$ cat src/rtl/conv_ctrl_pkg.sv
// Shared constants for the convolution control blocks:
// FSM state encoding and stride codes.
package conv_ctrl_pkg;

  localparam logic [1:0] S_IDLE  = 2'd0;
  localparam logic [1:0] S_RUN   = 2'd1;
  localparam logic [1:0] S_DRAIN = 2'd2;
  localparam logic [1:0] S_DONE  = 2'd3;

  localparam logic STRIDE_1 = 1'b0;
  localparam logic STRIDE_2 = 1'b1;

endpackage

$ cat src/rtl/stride_sched_ctrl.sv
// Frame scanner that decimates a pixel stream by 1x1 or 2x2 stride.
// Optional perf counters: define STRIDE_SCHED_PERF_EN.
module stride_sched_ctrl
  import conv_ctrl_pkg::*;
#(
  parameter int IMG_WIDTH  = 299,
  parameter int IMG_HEIGHT = 299,
  parameter int DATA_W     = 32
) (
  input  logic              clk,
  input  logic              rst,
  input  logic              start,
  input  logic              stride_sel,
  input  logic              in_valid,
  output logic              in_ready,
  input  logic [DATA_W-1:0] in_data,
  output logic              out_valid,
  input  logic              out_ready,
  output logic [DATA_W-1:0] out_data,
  output logic              out_last,
  output logic              busy,
  output logic              done
`ifdef STRIDE_SCHED_PERF_EN
  ,
  output logic [31:0]       stall_cnt,
  output logic [31:0]       drop_cnt
`endif
);

  localparam int CW = (IMG_WIDTH > 1) ? $clog2(IMG_WIDTH) : 1;
  localparam int RW = (IMG_HEIGHT > 1) ? $clog2(IMG_HEIGHT) : 1;

  localparam logic [CW-1:0] COL_END  = CW'(IMG_WIDTH - 1);
  localparam logic [RW-1:0] ROW_END  = RW'(IMG_HEIGHT - 1);
  localparam logic [CW-1:0] COL_END2 = CW'(((IMG_WIDTH - 1) / 2) * 2);
  localparam logic [RW-1:0] ROW_END2 = RW'(((IMG_HEIGHT - 1) / 2) * 2);

  function automatic logic keep_px(
    input logic          s,
    input logic [RW-1:0] r,
    input logic [CW-1:0] c
  );
    return (s == STRIDE_1) || (!r[0] && !c[0]);
  endfunction

  logic [1:0]    state;
  logic          stride_q;
  logic [RW-1:0] row;
  logic [CW-1:0] col;
  logic          xfer;
  logic          kept;
  logic          last_px;
  logic          frame_end;

  assign in_ready  = (state == S_RUN) && (!out_valid || out_ready);
  assign xfer      = in_valid && in_ready;
  assign kept      = keep_px(stride_q, row, col);
  assign frame_end = (row == ROW_END) && (col == COL_END);
  assign busy      = (state != S_IDLE);
  assign done      = (state == S_DONE);

  // Final kept pixel sits on the even floor of the last row/col in 2x2 mode.
  always_comb begin
    last_px = 1'b0;
    if (stride_q == STRIDE_1)
      last_px = frame_end;
    else
      last_px = (row == ROW_END2) && (col == COL_END2);
  end

  always_ff @(posedge clk or negedge rst) begin
    if (!rst) begin
      state    <= S_IDLE;
      stride_q <= STRIDE_1;
      row      <= '0;
      col      <= '0;
    end else begin
      unique case (state)
        S_IDLE: begin
          if (start) begin
            state    <= S_RUN;
            stride_q <= stride_sel;
            row      <= '0;
            col      <= '0;
          end
        end
        S_RUN: begin
          if (xfer) begin
            if (col == COL_END) begin
              col <= '0;
              row <= (row == ROW_END) ? '0 : row + 1'b1;
            end else begin
              col <= col + 1'b1;
            end
            if (frame_end)
              state <= S_DRAIN;
          end
        end
        S_DRAIN: begin
          if (!out_valid || (out_ready && out_last))
            state <= S_DONE;
        end
        default: state <= S_IDLE;
      endcase
    end
  end

  always_ff @(posedge clk or negedge rst) begin
    if (!rst) begin
      out_valid <= 1'b0;
      out_last  <= 1'b0;
      out_data  <= '0;
    end else if (xfer && kept) begin
      out_valid <= 1'b1;
      out_last  <= last_px;
      out_data  <= in_data;
    end else if (out_ready) begin
      out_valid <= 1'b0;
      out_last  <= 1'b0;
    end
  end

`ifdef STRIDE_SCHED_PERF_EN
  always_ff @(posedge clk or negedge rst) begin
    if (!rst) begin
      stall_cnt <= '0;
      drop_cnt  <= '0;
    end else if (state == S_IDLE && start) begin
      stall_cnt <= '0;
      drop_cnt  <= '0;
    end else begin
      if (out_valid && !out_ready && stall_cnt != '1)
        stall_cnt <= stall_cnt + 32'd1;
      if (xfer && !kept && drop_cnt != '1)
        drop_cnt <= drop_cnt + 32'd1;
    end
  end
`endif

endmodule
$ cat config.mk
export PLATFORM = sky130hd
export DESIGN_NAME = stride_sched_ctrl
export DESIGN_NICKNAME = d
export VERILOG_FILES = /design/src/rtl/conv_ctrl_pkg.sv /design/src/rtl/stride_sched_ctrl.sv
export SDC_FILE = /design/constraint.sdc
export NUM_CORES = 1
export LEC_CHECK = 0
export CORE_MARGIN = 10
export CORE_UTILIZATION = 40
export CTS_CLUSTER_DIAMETER = 50
export DETAILED_ROUTE_END_ITERATION = 10
export PLACE_DENSITY = 0.69
export SETUP_SLACK_MARGIN = 0.4
export SLEW_MARGIN = 25
export SYNTH_ARGS = -nofsm -noshare
export SYNTH_HDL_FRONTEND = slang
export SYNTH_SLANG_ARGS = --single-unit
$ cat constraint.sdc
create_clock -name clk -period 4.3 [get_ports clk]
set_clock_uncertainty 0.1 [all_clocks]
set_input_delay 0.43 -clock clk [delete_from_list [all_inputs] [get_ports clk]]
set_output_delay 0.43 -clock clk [all_outputs]
set_load 0.005 [all_outputs]
# After elaboration in Yosys (flattened, before gate mapping)
# Index checks and enable logic that the tools add are counted.
# Widths: inputs -> output; s select.
# totals
inputBits,38
elab_cells,56
ff_bits,55
# classes
n_eq_ne,10
n_bitwise,1
n_reduce_logical,20
muxes,16
n_addsub,2
# op_table
operator,n
$mux 9,6
$pmux 9 s2,2
$add 9x1->9 const B,2
$eq 9x9->1 const B,2
$mux 2,4
$ne 2x2->1 const B,4
$reduce_and 4->1,2
$logic_and 1x1->1,6
$pmux 2 s3,1
$reduce_bool 2->1,3
$eq 2x2->1 const B,2
$logic_not 1->1,3
$logic_or 1x1->1,3
$mux 1,3
$reduce_and 3->1,1
$eq 2x1->1 const B,1
$logic_not 2->1,1
$ne 2x1->1 const B,1
$reduce_and 2->1,1
$not 1->1,1

# Logic depth before layout (Yosys ltp)
# depth
ltp_word,6
ltp_mapped,8
depth_no_buf,6

# Least setup slack after synthesis
# No wires, ideal clock.
# synth_path
path_type,flip-flop to flip-flop
startpoint,register state[1]
endpoint,register state[1]
setup_time_ns,0.125
arrival_time_ns,1.728
synth_period_minus_slack_ns,1.953
path_slack_ns,2.347
stages_incl_launch_ff,8
path_cell_list,dfrtp_1 inv_1 ha_1 buf_2 nand3b_1 nand3_1 a2111oi_4 mux2_4
# synth_via
elab_chain_cells,5
elab_cells_between_ends,11
cone_classes,6 x eq/ne; 1 x mux; 4 x reduce/logical
# synth_lines
item,line,rtl
from (decl),stride_sched_ctrl.sv:46,logic [1:0] state;
from (signal assigned),stride_sched_ctrl.sv:73,state <= S_IDLE;
from (signal assigned),stride_sched_ctrl.sv:81,state <= S_RUN;
from (signal assigned),stride_sched_ctrl.sv:96,state <= S_DRAIN;
$eq 2x1->1,"stride_sched_ctrl.sv:55, stride_sched_ctrl.sv:78",
$logic_and 1x1->1,stride_sched_ctrl.sv:55,assign in_ready = (state == S_RUN) && (!out_valid || out_ready);
$logic_and 1x1->1,stride_sched_ctrl.sv:56,assign xfer = in_valid && in_ready;
$ne 2x2->1 (no source line),-,
$reduce_and 4->1 (no source line),-,
# Several ways; a longest one is shown, not always the timed one.
# A chain may end at the register's enable or synchronous reset.

# Worst setup path after layout
# layout_path
startpoint,register state[1]
endpoint,output in_ready
# layout_via
elab_chain_cells,2
# layout_lines
item,line,rtl
$eq 2x1->1,stride_sched_ctrl.sv:55,
$logic_and 1x1->1,stride_sched_ctrl.sv:55,
to (decl),stride_sched_ctrl.sv:15,"output logic in_ready,"
# No other way between the ends.

==> flow_metrics.py <==
metrics = {
    "outcome": {
        "outcome": "finished, final reports clean",
    },
    "synthesis": {
        "ys_ff_latch": 55,
        "syn_inst": 217,
        "synth_fa_ha_area_share_pct": 4.26,
        "synthMuxAreaShare_pct": 15.0,
        "synth-xor-area-share_pct": 0,
        "synth.distinct_cells": 39,
        "synth_area_leader_cell": "dfrtp_1",
        "synth_top_family_by_area": "multiplexers",
        "syn_nets": 264,
        "synth_top_area_share_pct": 52.0,
        "synthSimpleGateAreaFrac_pct": 12.9,
        "synth_compound_area_share_pct": 13.0,
        "synthTopCellsByArea": "dfrtp_1 52%, mux2_1 8.9%, mux2_2 5.1%, ha_1 4.3%, o31ai_1 2.8%",
        "yosys_warnings": 0,
        "synth_seq_area_share_pct": 52.0,
        "synth.avg_cell_area_um2": 12.2,
        "syn_area_um2": 2650,
    },
    "sta": {
        "hold_viol_final": 0,
        "whs_ns": 0.146,
        "slew_viol_final": 0,
        "min_period_ns": 2.51,
        "fmax_mhz": 399,
        "finalSetupViolCount": 0,
        "setup_slack_ns": 1.79,
        "rsz0062_at_grt": "false",
        "fin_crit_sh_pct": 58.3,
        "fin_tns_setup_ns": 0,
        "tightest_slew_ns": 0.710,
        "slew_headroom_pct": 52.7,
    },
    "clock_network": {
        "hold_buffers": 0,
        "cts_root_buf": "clkbuf_8",
        "cts_tree": "yes",
        "cts.repair.resized": 0,
        "cts_sinks": 55,
        "cts_buffer_depth": 2,
        "cts_setup_buffers": 0,
        "clk_latency_ns": 0.30,
        "clkSlewWorstSetupHoldPaths_ns": 0.09,
        "cts_buffers": 5,
        "h-tree-depth": 2,
    },
    "final_layout": {
        "multi_input_area_um2": 1190,
        "fin_util_pct": 55.4,
        "layout.area.seq_um2": 1380,
        "mostFrequentLayoutCell": "clkdlybuf4s50_1",
        "drive_gt1_share_pct": 10.2,
        "finalNonFillerCells": 370,
        "nets": 339,
        "final_cell_mix": "73 x clkdlybuf4s50_1, 55 x dfrtp_1, 21 x mux2_1",
        "fillers": 554,
        "syn_to_final_growth_pct": 33.9,
        "insertedDiodeCount": 0,
        "fin_area_um2": 3540,
    },
    "global_routing": {
        "grt-ovfl-total": 0,
        "grt_pass1_vias": 1924,
        "grt_start_max_net_pins": 56,
        "grt_use_total_pct": 12.0,
        "grt_pass1_wl_um": 10100,
        "antenna_found_initial": 0,
    },
    "setup_path": {
        "cp_data_required_time_ns": 3.77,
        "crit_type": "reg2out",
        "end_kind": "primary output",
        "reg2reg_depth": 6,
        "worstPathMaxFanout": 12,
        "worstSetupStartpointType": "flip-flop",
        "crit_arrival_ns": 1.98,
    },
    "place": {
        "dpl_worst_slack_ns": 1.91,
        "dpl_cell_area_um2": 3460,
        "gp_congestion": 0.815,
        "place_inst": 362,
        "hpwl_um": 4440,
        "port_buffers": 74,
    },
    "drt": {
        "drc": 0,
        "vias_per_cell": 5.33,
        "wl_per_cell_um": 16.2,
        "dr.pass1.iters": 4,
        "wirelength_um": 6000,
        "antenna_left": 0,
        "vias": 1971,
        "drt-initial-drc-count": 72,
    },
    "power": {
        "leakagePower_nw": 1.44,
        "ir_worst_vdd_mv": 0.215,
        "p_per_area_nw_per_um2": 342,
        "totalPowerFinal_mw": 1.21,
    },
    "die": {
        "die_x_um": 101,
        "dieArea_um2": 10300,
        "num_rows": 29,
        "coreArea_um2": 6390,
        "fp.dieH_um": 101,
        "pin_count": 75,
        "start_util_pct": 41.4,
    },
    "worst_hold_path": {
        "hold_path_class": "in2async",
    },
    "run": {
        "maxCapViolations": 0,
    },
}
-- layout make-up --
cell class                      count  share of cell area (%)
Clock buffer                        6                    2.05
Clock inverter                      2                   0.353
Inverter                           10                    1.06
Multi-Input combinational cell    144                    33.7
Sequential cell                    55                    38.9
Tap cell                           77                    2.72
Timing Repair Buffer               76                    21.2
-- cells in the mapped netlist --
cell type / instances
nand3b_1: 2
nand2_1: 11
a311oi_1: 3
nor2_1: 3
mux2_4: 1
nand2b_1: 7
a211oi_1: 3
o21ai_0: 7
inv_1: 10
clkbuf_1: 3
a41oi_2: 1
ha_1: 9
and3_1: 2
a41o_1: 1
dfrtp_1: 55
o31ai_1: 10
a221oi_1: 3
nand3_1: 6
nand4b_4: 1
a21oi_1: 6
a21o_1: 2
o41ai_1: 1
mux2_1: 21
nand4_1: 5
or3_1: 5
and2_1: 3
nand2_4: 1
mux2i_1: 1
buf_2: 5
nand4_2: 1
mux2_2: 12
and4bb_1: 1
or2_1: 1
o21bai_1: 1
o21ai_1: 5
or4_1: 2
and4bb_2: 2
o22ai_1: 3
a2111oi_4: 1
-- kinds of logic after synthesis --
family,after synthesis
adder cells (fa/ha/maj),9
buffers and inverters,18
AO/OA/AOI/OAI,47
flip-flops,55
AND/OR/NAND/NOR,53
multiplexers,35
-- worst max-delay path, cell delays in order, from the launching register on --
cell             delay (ns)
dfrtp_1                0.45
inv_1                  0.10
ha_1                   0.42
and2_1                 0.19
clkdlybuf4s50_1        0.51
-- layer usage --
| metal | up-vias | track usage [%] | wire length (µm) |
|---|---|---|---|
| met3 | 8 | 3.81 | 427 |
| met1 | 943 | 16.4 | 2920 |
| li1 | 958 | - | - |
| met5 | - | 0 | 0 |
| met2 | 62 | 18.1 | 2590 |
| met4 | 0 | 3.22 | 63 |
-- report_power, final --
part	switching, mW	total, mW	internal [mW]	leakage (nW)
clock network	0.165	0.279	0.114	0.0412
logic	0.107	0.280	0.174	0.730
registers	0.0595	0.650	0.591	0.673
total	0.331	1.21	0.879	1.44
-- registers in the layout, summed over array words and instances (netlist names) --
register   flops
col            9
out_data      32
out_last       1
out_valid      1
row            9
state          2
stride_q       1
-- path summary, 6_finish.rpt --
path	startpoint	endpoint	slack, ns
worst min-delay path	rst	out_data[10]	0.15
worst max register to register	state[1]	state[1]	1.92
worst max-delay path	state[1]	in_ready	1.79
max in group asynchronous	rst	row[4]	3.48
worst min register to register	out_data[23]	out_data[23]	0.39
min in group clk	out_data[23]	out_data[23]	0.39
(Power assumes the default switching activity.)
